[config.mk]
export PLATFORM = sky130hd
export DESIGN_NAME = exc_ctrl_flat
export DESIGN_NICKNAME = d
export VERILOG_FILES = /design/src/rtl/exc_ctrl_if.sv /design/src/rtl/exc_ctrl.sv /design/src/flat_wrapper.sv
export SDC_FILE = /design/constraint.sdc
export NUM_CORES = 1
export LEC_CHECK = 0
export CAP_MARGIN = 10
export CORE_MARGIN = 5
export CORE_UTILIZATION = 30
export CTS_BUF_LIST = sky130_fd_sc_hd__clkbuf_16
export CTS_CLUSTER_DIAMETER = 100
export DETAILED_ROUTE_END_ITERATION = 12
export GPL_ROUTABILITY_DRIVEN = 1
export PLACE_DENSITY_LB_ADDON = 0.3
export SLEW_MARGIN = 20
export SYNTH_ARGS = -nofsm -noshare
export SYNTH_HDL_FRONTEND = slang
export SYNTH_SLANG_ARGS = --single-unit
[constraint.sdc]
create_clock -name clk -period 1.8 [get_ports clk]
set_clock_uncertainty 0.05 [all_clocks]
set_input_delay 0.36 -clock clk [delete_from_list [all_inputs] [get_ports clk]]
set_output_delay 0.36 -clock clk [all_outputs]
set_load 0.03 [all_outputs]
[src/rtl/exc_ctrl_if.sv]
// rtl/exc_ctrl_if.sv - decode-side bundle between the ID stage and the exception/mode sequencer
//
// Purpose: groups the event inputs (exception vector, rfe, interrupt, stall, return PC)
// and the sequencer outputs (mode, flush, PC-mux control, saved state).
// Modports:
//   master - ID stage / decode side: drives events, observes sequencer outputs
//   slave  - exc_ctrl: consumes events, drives mode/flush/PC controls
interface exc_ctrl_if;
    logic [4:0]  vector_id;
    logic        rfe_id;
    logic [31:0] epc_in;
    logic        irq;
    logic        stall;
    logic        s_u;
    logic        ie;
    logic        exc_flush;
    logic        exc_pc_sel;
    logic [31:0] exc_target;
    logic [31:0] epc;
    logic [4:0]  cause;
    logic        busy;

    modport master (
        output vector_id, rfe_id, epc_in, irq, stall,
        input  s_u, ie, exc_flush, exc_pc_sel, exc_target, epc, cause, busy
    );

    modport slave (
        input  vector_id, rfe_id, epc_in, irq, stall,
        output s_u, ie, exc_flush, exc_pc_sel, exc_target, epc, cause, busy
    );
endinterface

[src/rtl/exc_ctrl.sv]
// rtl/exc_ctrl.sv - exception/mode sequencer for the ID stage
//
// Purpose: accepts exceptions, interrupts and rfe from decode; flushes the pipeline,
// vectors the PC, saves EPC/cause/previous mode and restores them on rfe.
// Ports:
//   clk   - clock, all state changes on the rising edge
//   reset - synchronous, active-high
//   bus   - exc_ctrl_if.slave: event inputs and mode/flush/PC-mux outputs
module exc_ctrl #(
    parameter logic [31:0] VEC_BASE     = 32'h0000_0080,
    parameter int          VEC_SH       = 3,
    parameter logic [4:0]  IRQ_CAUSE    = 5'd31,
    parameter logic [4:0]  PRIV_CAUSE   = 5'd10,
    parameter int          FLUSH_CYCLES = 2
) (
    input  logic         clk,
    input  logic         reset,
    exc_ctrl_if.slave    bus
);
    typedef enum logic [1:0] {IDLE, FLUSH, VECTOR, RETURN} state_t;

    localparam logic [2:0] CNT_LAST = 3'(FLUSH_CYCLES - 1);

    state_t      state_q, state_d;
    logic        s_u_q, s_u_d;
    logic        ie_q, ie_d;
    logic        pmode_q, pmode_d;
    logic [31:0] epc_q, epc_d;
    logic [4:0]  cause_q, cause_d;
    logic [2:0]  cnt_q, cnt_d;

    logic        take;
    logic [4:0]  take_cause;
    logic        flush;
    logic        pc_sel;
    logic [31:0] target;

    always_ff @(posedge clk) begin
        if (reset) begin
            state_q <= IDLE;
            s_u_q   <= 1'b0;
            ie_q    <= 1'b0;
            pmode_q <= 1'b0;
            epc_q   <= 32'h0;
            cause_q <= 5'h0;
            cnt_q   <= 3'h0;
        end else begin
            state_q <= state_d;
            s_u_q   <= s_u_d;
            ie_q    <= ie_d;
            pmode_q <= pmode_d;
            epc_q   <= epc_d;
            cause_q <= cause_d;
            cnt_q   <= cnt_d;
        end
    end

    always_comb begin
        state_d    = state_q;
        s_u_d      = s_u_q;
        ie_d       = ie_q;
        pmode_d    = pmode_q;
        epc_d      = epc_q;
        cause_d    = cause_q;
        cnt_d      = cnt_q;
        take       = 1'b0;
        take_cause = 5'h0;
        flush      = 1'b0;
        pc_sel     = 1'b0;
        target     = 32'h0;

        case (state_q)
            IDLE: begin
                // Events are only looked at here; everything arriving while busy is dropped.
                if (!bus.stall) begin
                    if (bus.vector_id != 5'h0) begin
                        take       = 1'b1;
                        take_cause = bus.vector_id;
                    end else if (bus.irq && ie_q) begin
                        take       = 1'b1;
                        take_cause = IRQ_CAUSE;
                    end else if (bus.rfe_id && s_u_q) begin
                        // rfe from user mode is a privilege violation
                        take       = 1'b1;
                        take_cause = PRIV_CAUSE;
                    end else if (bus.rfe_id) begin
                        state_d = RETURN;
                    end
                end
                if (take) begin
                    cause_d = take_cause;
                    epc_d   = bus.epc_in;
                    pmode_d = s_u_q;
                    s_u_d   = 1'b0;
                    ie_d    = 1'b0;
                    cnt_d   = 3'h0;
                    state_d = FLUSH;
                end
            end
            FLUSH: begin
                flush = 1'b1;
                if (!bus.stall) begin
                    cnt_d = cnt_q + 3'h1;
                    if (cnt_q == CNT_LAST) begin
                        state_d = VECTOR;
                    end
                end
            end
            VECTOR: begin
                flush  = 1'b1;
                pc_sel = 1'b1;
                target = VEC_BASE + ({27'h0, cause_q} << VEC_SH);
                if (!bus.stall) begin
                    state_d = IDLE;
                end
            end
            RETURN: begin
                flush  = 1'b1;
                pc_sel = 1'b1;
                target = epc_q;
                if (!bus.stall) begin
                    s_u_d   = pmode_q;
                    ie_d    = 1'b1;
                    state_d = IDLE;
                end
            end
            default: begin
                state_d = IDLE;
            end
        endcase
    end

    assign bus.s_u        = s_u_q;
    assign bus.ie         = ie_q;
    assign bus.exc_flush  = flush;
    assign bus.exc_pc_sel = pc_sel;
    assign bus.exc_target = target;
    assign bus.epc        = epc_q;
    assign bus.cause      = cause_q;
    assign bus.busy       = (state_q != IDLE);
endmodule
[src/flat_wrapper.sv]
// flat-port wrapper written by rule: the top's interface ports become plain ports
module exc_ctrl_flat 
#(
    parameter logic [31:0] VEC_BASE     = 32'h0000_0080,
    parameter int          VEC_SH       = 3,
    parameter logic [4:0]  IRQ_CAUSE    = 5'd31,
    parameter logic [4:0]  PRIV_CAUSE   = 5'd10,
    parameter int          FLUSH_CYCLES = 2
)
  (clk, reset, bus_vector_id, bus_rfe_id, bus_epc_in, bus_irq, bus_stall, bus_s_u, bus_ie, bus_exc_flush, bus_exc_pc_sel, bus_exc_target, bus_epc, bus_cause, bus_busy);
  exc_ctrl_if bus_i ();
  input  logic clk;
  input  logic reset;
  input wire logic [$bits(bus_i.vector_id)-1:0] bus_vector_id;
  input wire logic [$bits(bus_i.rfe_id)-1:0] bus_rfe_id;
  input wire logic [$bits(bus_i.epc_in)-1:0] bus_epc_in;
  input wire logic [$bits(bus_i.irq)-1:0] bus_irq;
  input wire logic [$bits(bus_i.stall)-1:0] bus_stall;
  output wire logic [$bits(bus_i.s_u)-1:0] bus_s_u;
  output wire logic [$bits(bus_i.ie)-1:0] bus_ie;
  output wire logic [$bits(bus_i.exc_flush)-1:0] bus_exc_flush;
  output wire logic [$bits(bus_i.exc_pc_sel)-1:0] bus_exc_pc_sel;
  output wire logic [$bits(bus_i.exc_target)-1:0] bus_exc_target;
  output wire logic [$bits(bus_i.epc)-1:0] bus_epc;
  output wire logic [$bits(bus_i.cause)-1:0] bus_cause;
  output wire logic [$bits(bus_i.busy)-1:0] bus_busy;
  assign bus_i.vector_id = bus_vector_id;
  assign bus_i.rfe_id = bus_rfe_id;
  assign bus_i.epc_in = bus_epc_in;
  assign bus_i.irq = bus_irq;
  assign bus_i.stall = bus_stall;
  assign bus_s_u = bus_i.s_u;
  assign bus_ie = bus_i.ie;
  assign bus_exc_flush = bus_i.exc_flush;
  assign bus_exc_pc_sel = bus_i.exc_pc_sel;
  assign bus_exc_target = bus_i.exc_target;
  assign bus_epc = bus_i.epc;
  assign bus_cause = bus_i.cause;
  assign bus_busy = bus_i.busy;
  exc_ctrl #(.VEC_BASE(VEC_BASE), .VEC_SH(VEC_SH), .IRQ_CAUSE(IRQ_CAUSE), .PRIV_CAUSE(PRIV_CAUSE), .FLUSH_CYCLES(FLUSH_CYCLES)) u_core (.clk(clk), .reset(reset), .bus(bus_i));
endmodule
==> results of run 1 <==
sequential cells by signal, indices dropped and copies added, names as in the netlist:
signal	count
u_core.bus.cause	5
u_core.bus.epc	32
u_core.bus.ie	1
u_core.bus.s_u	1
u_core.cnt_q	3
u_core.pmode_q	1
u_core.state_q	2
routing by layer:
metal  vias to the layer above  wire length (microns)  share of wire  global-route usage
li1                       1143                      -              -                   -
met3                         9                    518          0.073             0.04827
met5                         -                      0              0                   0
met1                      1009                   3076           0.44              0.1844
met4                         0                    100          0.014             0.03907
met2                        82                   3353           0.48              0.2597
power by group through the flow:
stage / clock [uW] / combinational (uW) / sequential [uW]
floorplan: 0 / 361 / 1290
global placement: 0 / 841 / 1160
detailed placement: 0 / 855 / 1160
CTS: 906 / 871 / 1140
global route: 945 / 957 / 1150
finish: 876 / 892 / 1140
through the flow:
stage | cells | power [uW]
finish | 471 | 2911
global route | 471 | 3056
CTS | 467 | 2919
detailed placement | 457 | 2017
global placement | 457 | 2000
floorplan | 264 | 1649
cells in the mapped netlist, drive strengths merged:
library cell / instances / area [sq um]
and2: 1 / 6.260
nor4b: 1 / 8.760
nor2b: 1 / 6.260
a21oi: 38 / 193.9
nor2: 17 / 63.81
or3: 2 / 12.51
a2111oi: 2 / 23.77
ha: 2 / 25.02
a311oi: 2 / 17.52
clkbuf: 12 / 45.04
a31oi: 2 / 27.53
a211oi: 1 / 7.510
and3: 27 / 168.9
dfxtp: 45 / 900.9
or2: 2 / 12.51
nor3: 7 / 35.03
o32ai: 3 / 26.28
mux2i: 6 / 60.06
nand2: 69 / 259.0
a31o: 2 / 17.52
buf: 12 / 101.3
inv: 3 / 11.26
nand3: 3 / 15.01
nor3b: 1 / 7.510
nand2b: 2 / 12.51
o21ai: 1 / 5.000
what timing repair did:
item	4_1_cts	5_1_grt
pin swaps	0	0
gates resized for setup	6	10
setup buffers	2	3
cloned	0	1
endpoints found under the setup margin	8	12
worst paths after layout:
| path | start | endpoint | slack, ps |
|---|---|---|---|
| worst min-delay path | u_core.bus.epc[22]$_SDFFE_PP0P_ | u_core.bus.epc[22]$_SDFFE_PP0P_ | 420 |
| worst min register to register | u_core.bus.epc[22]$_SDFFE_PP0P_ | u_core.bus.epc[22]$_SDFFE_PP0P_ | 420 |
| worst max register to register | u_core.state_q[1]$_SDFFE_PP0P_ | u_core.cnt_q[2]$_SDFFE_PP0P_ | 160 |
| worst max-delay path | u_core.bus.epc[17]$_SDFFE_PP0P_ | bus_epc[17] | 30 |
final cells by class:
cell class / instances / area, sq um
fillers: 657 / 3224
repair buffers: 143 / 1350
multi-input cells: 192 / 1020
flip-flops and latches: 45 / 904.6
clock buffers: 5 / 125.1
well taps: 80 / 100.1
clock inverters: 3 / 17.52
inverters: 3 / 15.01
kinds of logic (layout without fill, tap and decap cells):
family | count (synthesis) | in the layout | synth area share
adder cells (fa/ha/maj) | 2 | 2 | 0.01208
flip-flops | 45 | 45 | 0.4350
multiplexers | 6 | 6 | 0.02900
AO/OA/AOI/OAI | 51 | 51 | 0.1541
buffers and inverters | 27 | 154 | 0.07612
AND/OR/NAND/NOR | 133 | 133 | 0.2937
==> summary.txt, run 1 <==
Via count of the routed design -> 2243
Sequential power share -> 0.393
Total GRT Usage -> 0.1520
Yosys cell types -> 33
H-Tree Depth -> 2
Setup TNS -> 0 ps
Die ar. -> 8664 sq um
WL final -> 7048 microns
First-pass DRT Iterations -> 4
Final Hold Vio Count -> 0
Tcrit/Tclk final -> 0.9828
Final instance area -> 3532 sq um
Largest net degree at the start of global routing -> 36
Root Buffer Master -> clkbuf_16
# rows -> 30
Clock Latency Late Sink -> 280 ps
Initial Util -> 0.3065
PortBufs -> 115
Worst-Margin Slew -> 505.9 ps
Reg2Reg Depth -> 5
Max Fanout on Critical Path -> 3
Avg Synthesized Cell Area -> 7.844 sq um
Clock Sinks -> 45
Worst Slack Setup Final -> 30.98 ps
Routed len/inst -> 14.96 microns
Most frequent cells in the layout -> 73 x clkdlybuf4s50_1, 69 x nand2_1, 55 x buf_4
Levels on crit path -> 1
Critical Path RT -> 1390 ps
Clock share of power -> 0.301
Arrival time at the worst endpoint -> 1360 ps
LEAKAGE -> 0.001578 uW
Synthesis Warnings -> 0
CTS Buf Count -> 5
Starting DRC count in detailed routing -> 113
Post-layout minimum cycle time -> 1769 ps
Status -> complete, no violations
GPL Wtd Cong -> 0.8154
Count of state elements after synthesis -> 45
Cell family with most CP delay -> buffers and inverters
CTS Buffer Depth -> 2
Ports -> 116
Switching fraction of total power -> 0.3169
Global-route wire length before repair -> 10550 microns
FMAX -> 565.3 MHz
Core box area -> 6756 sq um
Setup WS pre-CTS -> -243.5 ps
Height of the die -> 93.08 microns
Vias in the first global route -> 2136
Syn_nets -> 308
Max VDD drop -> 357.9 uV
Buf/Inv on CP -> 1
Number of diodes -> 0
Slew HR -> 0.6628
Cells after Synth -> 264
Finished Core Util -> 0.5228
Net Sw Power -> 922.7 uW
Worst setup path class -> reg2out
Setup violations, final -> 0
Critical path endpoint category -> output pin
Dpl hpwl -> 5014 microns
Area of placed instances -> 3281 sq um
Initial antenna violation count -> 0
Commonest non-fill, non-tap cell in the layout -> clkdlybuf4s50_1
Hold Path Class -> reg2reg
CTS tree -> done
Final hold slack -> 416.5 ps
Internal Power -> 1989 uW
Area of the mapped netlist -> 2071 sq um
Die W -> 93.08 microns
Residual DRC -> 0
Post-synthesis sequential area ratio -> 0.4350
Crit-path cells -> clkdlybuf4s50_1
ANT nets after route -> 0
Worst-path clk slew -> 60 ps
Hold depth -> 2
CP max-delay cell -> clkdlybuf4s50_1
Hold_buf cts -> 0
Synthesis-to-layout area growth -> 70.57%
Nets -> 434
Pwr dens -> 824.3 nW/um^2
Via density per instance -> 4.762
RSZ-0062 raised after global routing -> false
Layout cell share with drive strength beyond 1 -> 0.2097
Fin. max-slew vios -> 0
CP startpoint kind -> register
Max Cap Viol -> 0
Largest stage delay on the critical path -> 700 ps
Overflow after GRT -> 0
Combinational share of power -> 0.306
(Power assumes the default switching activity.)
==> run 2, diff against run 1 <==
Settings changed: CORE_ASPECT_RATIO set to 1.2.
==> run 2 against run 1 <==
  * Fmax grew 1.3%
  * Count of clock-buffer cells in the layout is the same
  * Critical path depth is the same
  * Sequential cell count is the same
  * Combinational power shrank 2%
  * Sequential power is essentially flat
  * Largest cell class unchanged
==> summary.txt, run 2 (synthesis results as in run 1) <==
Dpl hpwl -> 4827 microns (-3.7%)
Global-route wire length before repair -> 10020 microns (-5.0%)
Number of flip-flops in the largest register -> 32 (unchanged)
GRT busiest layer -> met2
Final hold slack -> 416.7 ps (+0.1600 ps)
Finished Core Util -> 0.5146 (-0.008181)
Via density per instance -> 4.714 (-1.0%)
Largest stage delay on the critical path -> 700 ps (about the same)
Met2 usage -> 0.2380 (-0.02171)
Clock Sinks -> 45 (unchanged)
Internal Power -> 1974 uW (-0.77%)
Nets -> 428 (-1.4%)
Setup violations, final -> 0 (unchanged)
Initial Util -> 0.3058 (-0.0006795)
# rows -> 33 (+10%)
Arrival time at the worst endpoint -> 1340 ps (-20 ps)
Most frequent cells in the layout -> 77 x clkdlybuf4s50_1, 69 x nand2_1, 50 x buf_4
Critical path endpoint category -> output pin
Total GRT Usage -> 0.1421 (-0.009925)
Combinational share of power -> 0.305 (about the same)
ANT nets after route -> 0 (unchanged)
Commonest non-fill, non-tap cell in the layout -> clkdlybuf4s50_1
Root Buffer Master -> clkbuf_16
Clock share of power -> 0.294 (-0.007)
Vias in the first global route -> 2094 (-2.0%)
Starting DRC count in detailed routing -> 91 (-19%)
Worst-path clk slew -> 60 ps (about the same)
CTS tree -> done
Routed len/inst -> 13.98 microns (-6.6%)
CP startpoint kind -> register
Final instance area -> 3485 sq um (-1.3%)
Residual DRC -> 0 (unchanged)
CP max-delay cell -> clkdlybuf4s50_1
Die ar. -> 8671 sq um (about the same)
Switching fraction of total power -> 0.3098 (-0.007064)
Cell family with most CP delay -> buffers and inverters
R2R Setup Slk -> 170 ps (about the same)
Overflow after GRT -> 0 (unchanged)
H-Tree Depth -> 2 (unchanged)
Layout cell share with drive strength beyond 1 -> 0.1922 (-0.01751)
Reg2Reg Capture Point -> u_core.bus.ie$_SDFFE_PP0P_
Reg2reg start -> u_core.state_q[0]$_SDFFE_PP0P_
Initial antenna violation count -> 1 (+1)
CTS Buffer Depth -> 2 (unchanged)
First-pass DRT Iterations -> 4 (unchanged)
Hold depth -> 2 (unchanged)
Crit-path cells -> clkdlybuf4s50_1
Slew HR -> 0.6467 (-0.01609)
Largest net degree at the start of global routing -> 37 (+2.8%)
Area of placed instances -> 3307 sq um (+0.80%)
Reg2Reg Depth -> 5 (unchanged)
Number of diodes -> 0 (unchanged)
Final Hold Vio Count -> 0 (unchanged)
Max Fanout on Critical Path -> 3 (unchanged)
Fin. max-slew vios -> 0 (unchanged)
Buf/Inv on CP -> 1 (unchanged)
Critical Path RT -> 1390 ps (about the same)
Net Sw Power -> 886.0 uW (-4.0%)
Hold Path End -> u_core.bus.epc[19]$_SDFFE_PP0P_
Worst-Margin Slew -> 530.0 ps (+24.14 ps)
WL final -> 6600 microns (-6.4%)
Register Area -> 904.6 sq um (unchanged)
Via count of the routed design -> 2225 (-0.80%)
PortBufs -> 115 (unchanged)
Die W -> 85.84 microns (-7.8%)
Hold Path Class -> reg2reg
Grt met1 use -> 0.1755 (-0.008898)
Ports -> 116 (unchanged)
Max Cap Viol -> 0 (unchanged)
Height of the die -> 101.0 microns (+8.5%)
Hold path startpoint -> u_core.bus.epc[19]$_SDFFE_PP0P_
Fill cells -> 677 (+3.0%)
GR Util met3 -> 0.03843 (-0.009840)
Core box area -> 6771 sq um (+0.22%)
CTS Buf Count -> 5 (unchanged)
GPL Wtd Cong -> 0.7946 (-2.6%)
Max VDD drop -> 469.7 uV (+31%)
Worst setup path class -> reg2out
Sequential power share -> 0.401 (+0.008)
LEAKAGE -> 0.001504 uW (-4.7%)
Status -> complete, no violations
Clock Latency Late Sink -> 270 ps (about the same)
Pwr dens -> 820.6 nW/um^2 (-0.44%)
FMAX -> 572.7 MHz (+1.3%)
Multi-input logic area -> 1020 sq um (unchanged)
Tcrit/Tclk final -> 0.9701 (-0.01264)
Post-layout minimum cycle time -> 1746 ps (-22.75 ps)
Synthesis-to-layout area growth -> 68.28%
run 2: changes by cell type in the layout (fill, tap and decap cells not counted), sizes merged:
cell / before / now
clkdlybuf4s50: 73 / 77
clkinv: 3 / 0
dlymetal6s2s: 5 / 1
clkinvlp: 1 / 0
inv: 2 / 6
buf: 63 / 57
run 2: per-layer routing:
layer | vias up | wire (microns)
met2 | 79 | 3138
met5 | - | 11
met1 | 1004 | 2827
li1 | 1133 | -
met4 | 2 | 80
met3 | 7 | 541
run 2: area by class of cell:
class	count	share of cell area
multi-input combinational	192	0.2926
tap	87	0.03124
clock inverter	3	0.003232
inverter	3	0.003232
sequential	45	0.2596
timing repair buffer	137	0.3741
clock buffer	5	0.03591
run 2: power by group through the flow:
| stage | clock network (uW) | registers, uW | logic (uW) |
|---|---|---|---|
| after global routing | 902 | 1160 | 936 |
| after detailed placement | 0 | 1170 | 854 |
| final | 841 | 1150 | 872 |
| after floorplan | 0 | 1290 | 361 |
| after global placement | 0 | 1160 | 847 |
| after CTS | 861 | 1150 | 858 |
run 2: worst max path at each step:
stage	start	endpoint	slack [ps]	cells after the start
6_report	u_core.bus.cause[0]$_SDFFE_PP0P_	bus_cause[0]	50	1
5_1_grt	bus_irq	u_core.pmode_q$_SDFFE_PP0P_	-3	7
4_1_cts	u_core.state_q[0]$_SDFFE_PP0P_	bus_exc_target[8]	9	4
3_5_place_dp	bus_stall	u_core.bus.epc[11]$_SDFFE_PP0P_	-190	6
3_3_place_gp	bus_irq	u_core.cnt_q[2]$_SDFFE_PP0P_	-140	7
2_1_floorplan	u_core.state_q[0]$_SDFFE_PP0P_	bus_exc_target[6]	8	4
run 2: per-stage QoR:
stage	total power, uW	setup TNS (ps)	std cells	setup slack (ps)
global route	2998	-3.252	472	-3.252
global placement	2012	-4878	463	-142.9
detailed placement	2020	-5714	463	-187.5
floorplan	1649	0	264	7.880
CTS	2866	0	471	8.530
finish	2860	0	472	53.74
run 2: repair_timing:
item                                    4_1_cts  5_1_grt
gates cloned                                  0        1
endpoints found under the setup margin       31        8
hold endpoints to repair                      0        0
buffers inserted                              0        0
resized for setup                             3        5
hold buffers                                  0        0
==> run 3, diff against run 2 <==
Settings changed: CAP_MARGIN 10 to 30.
==> results of run 3 <==
The final DEF is identical to that of run 2; final timing and power are the same.
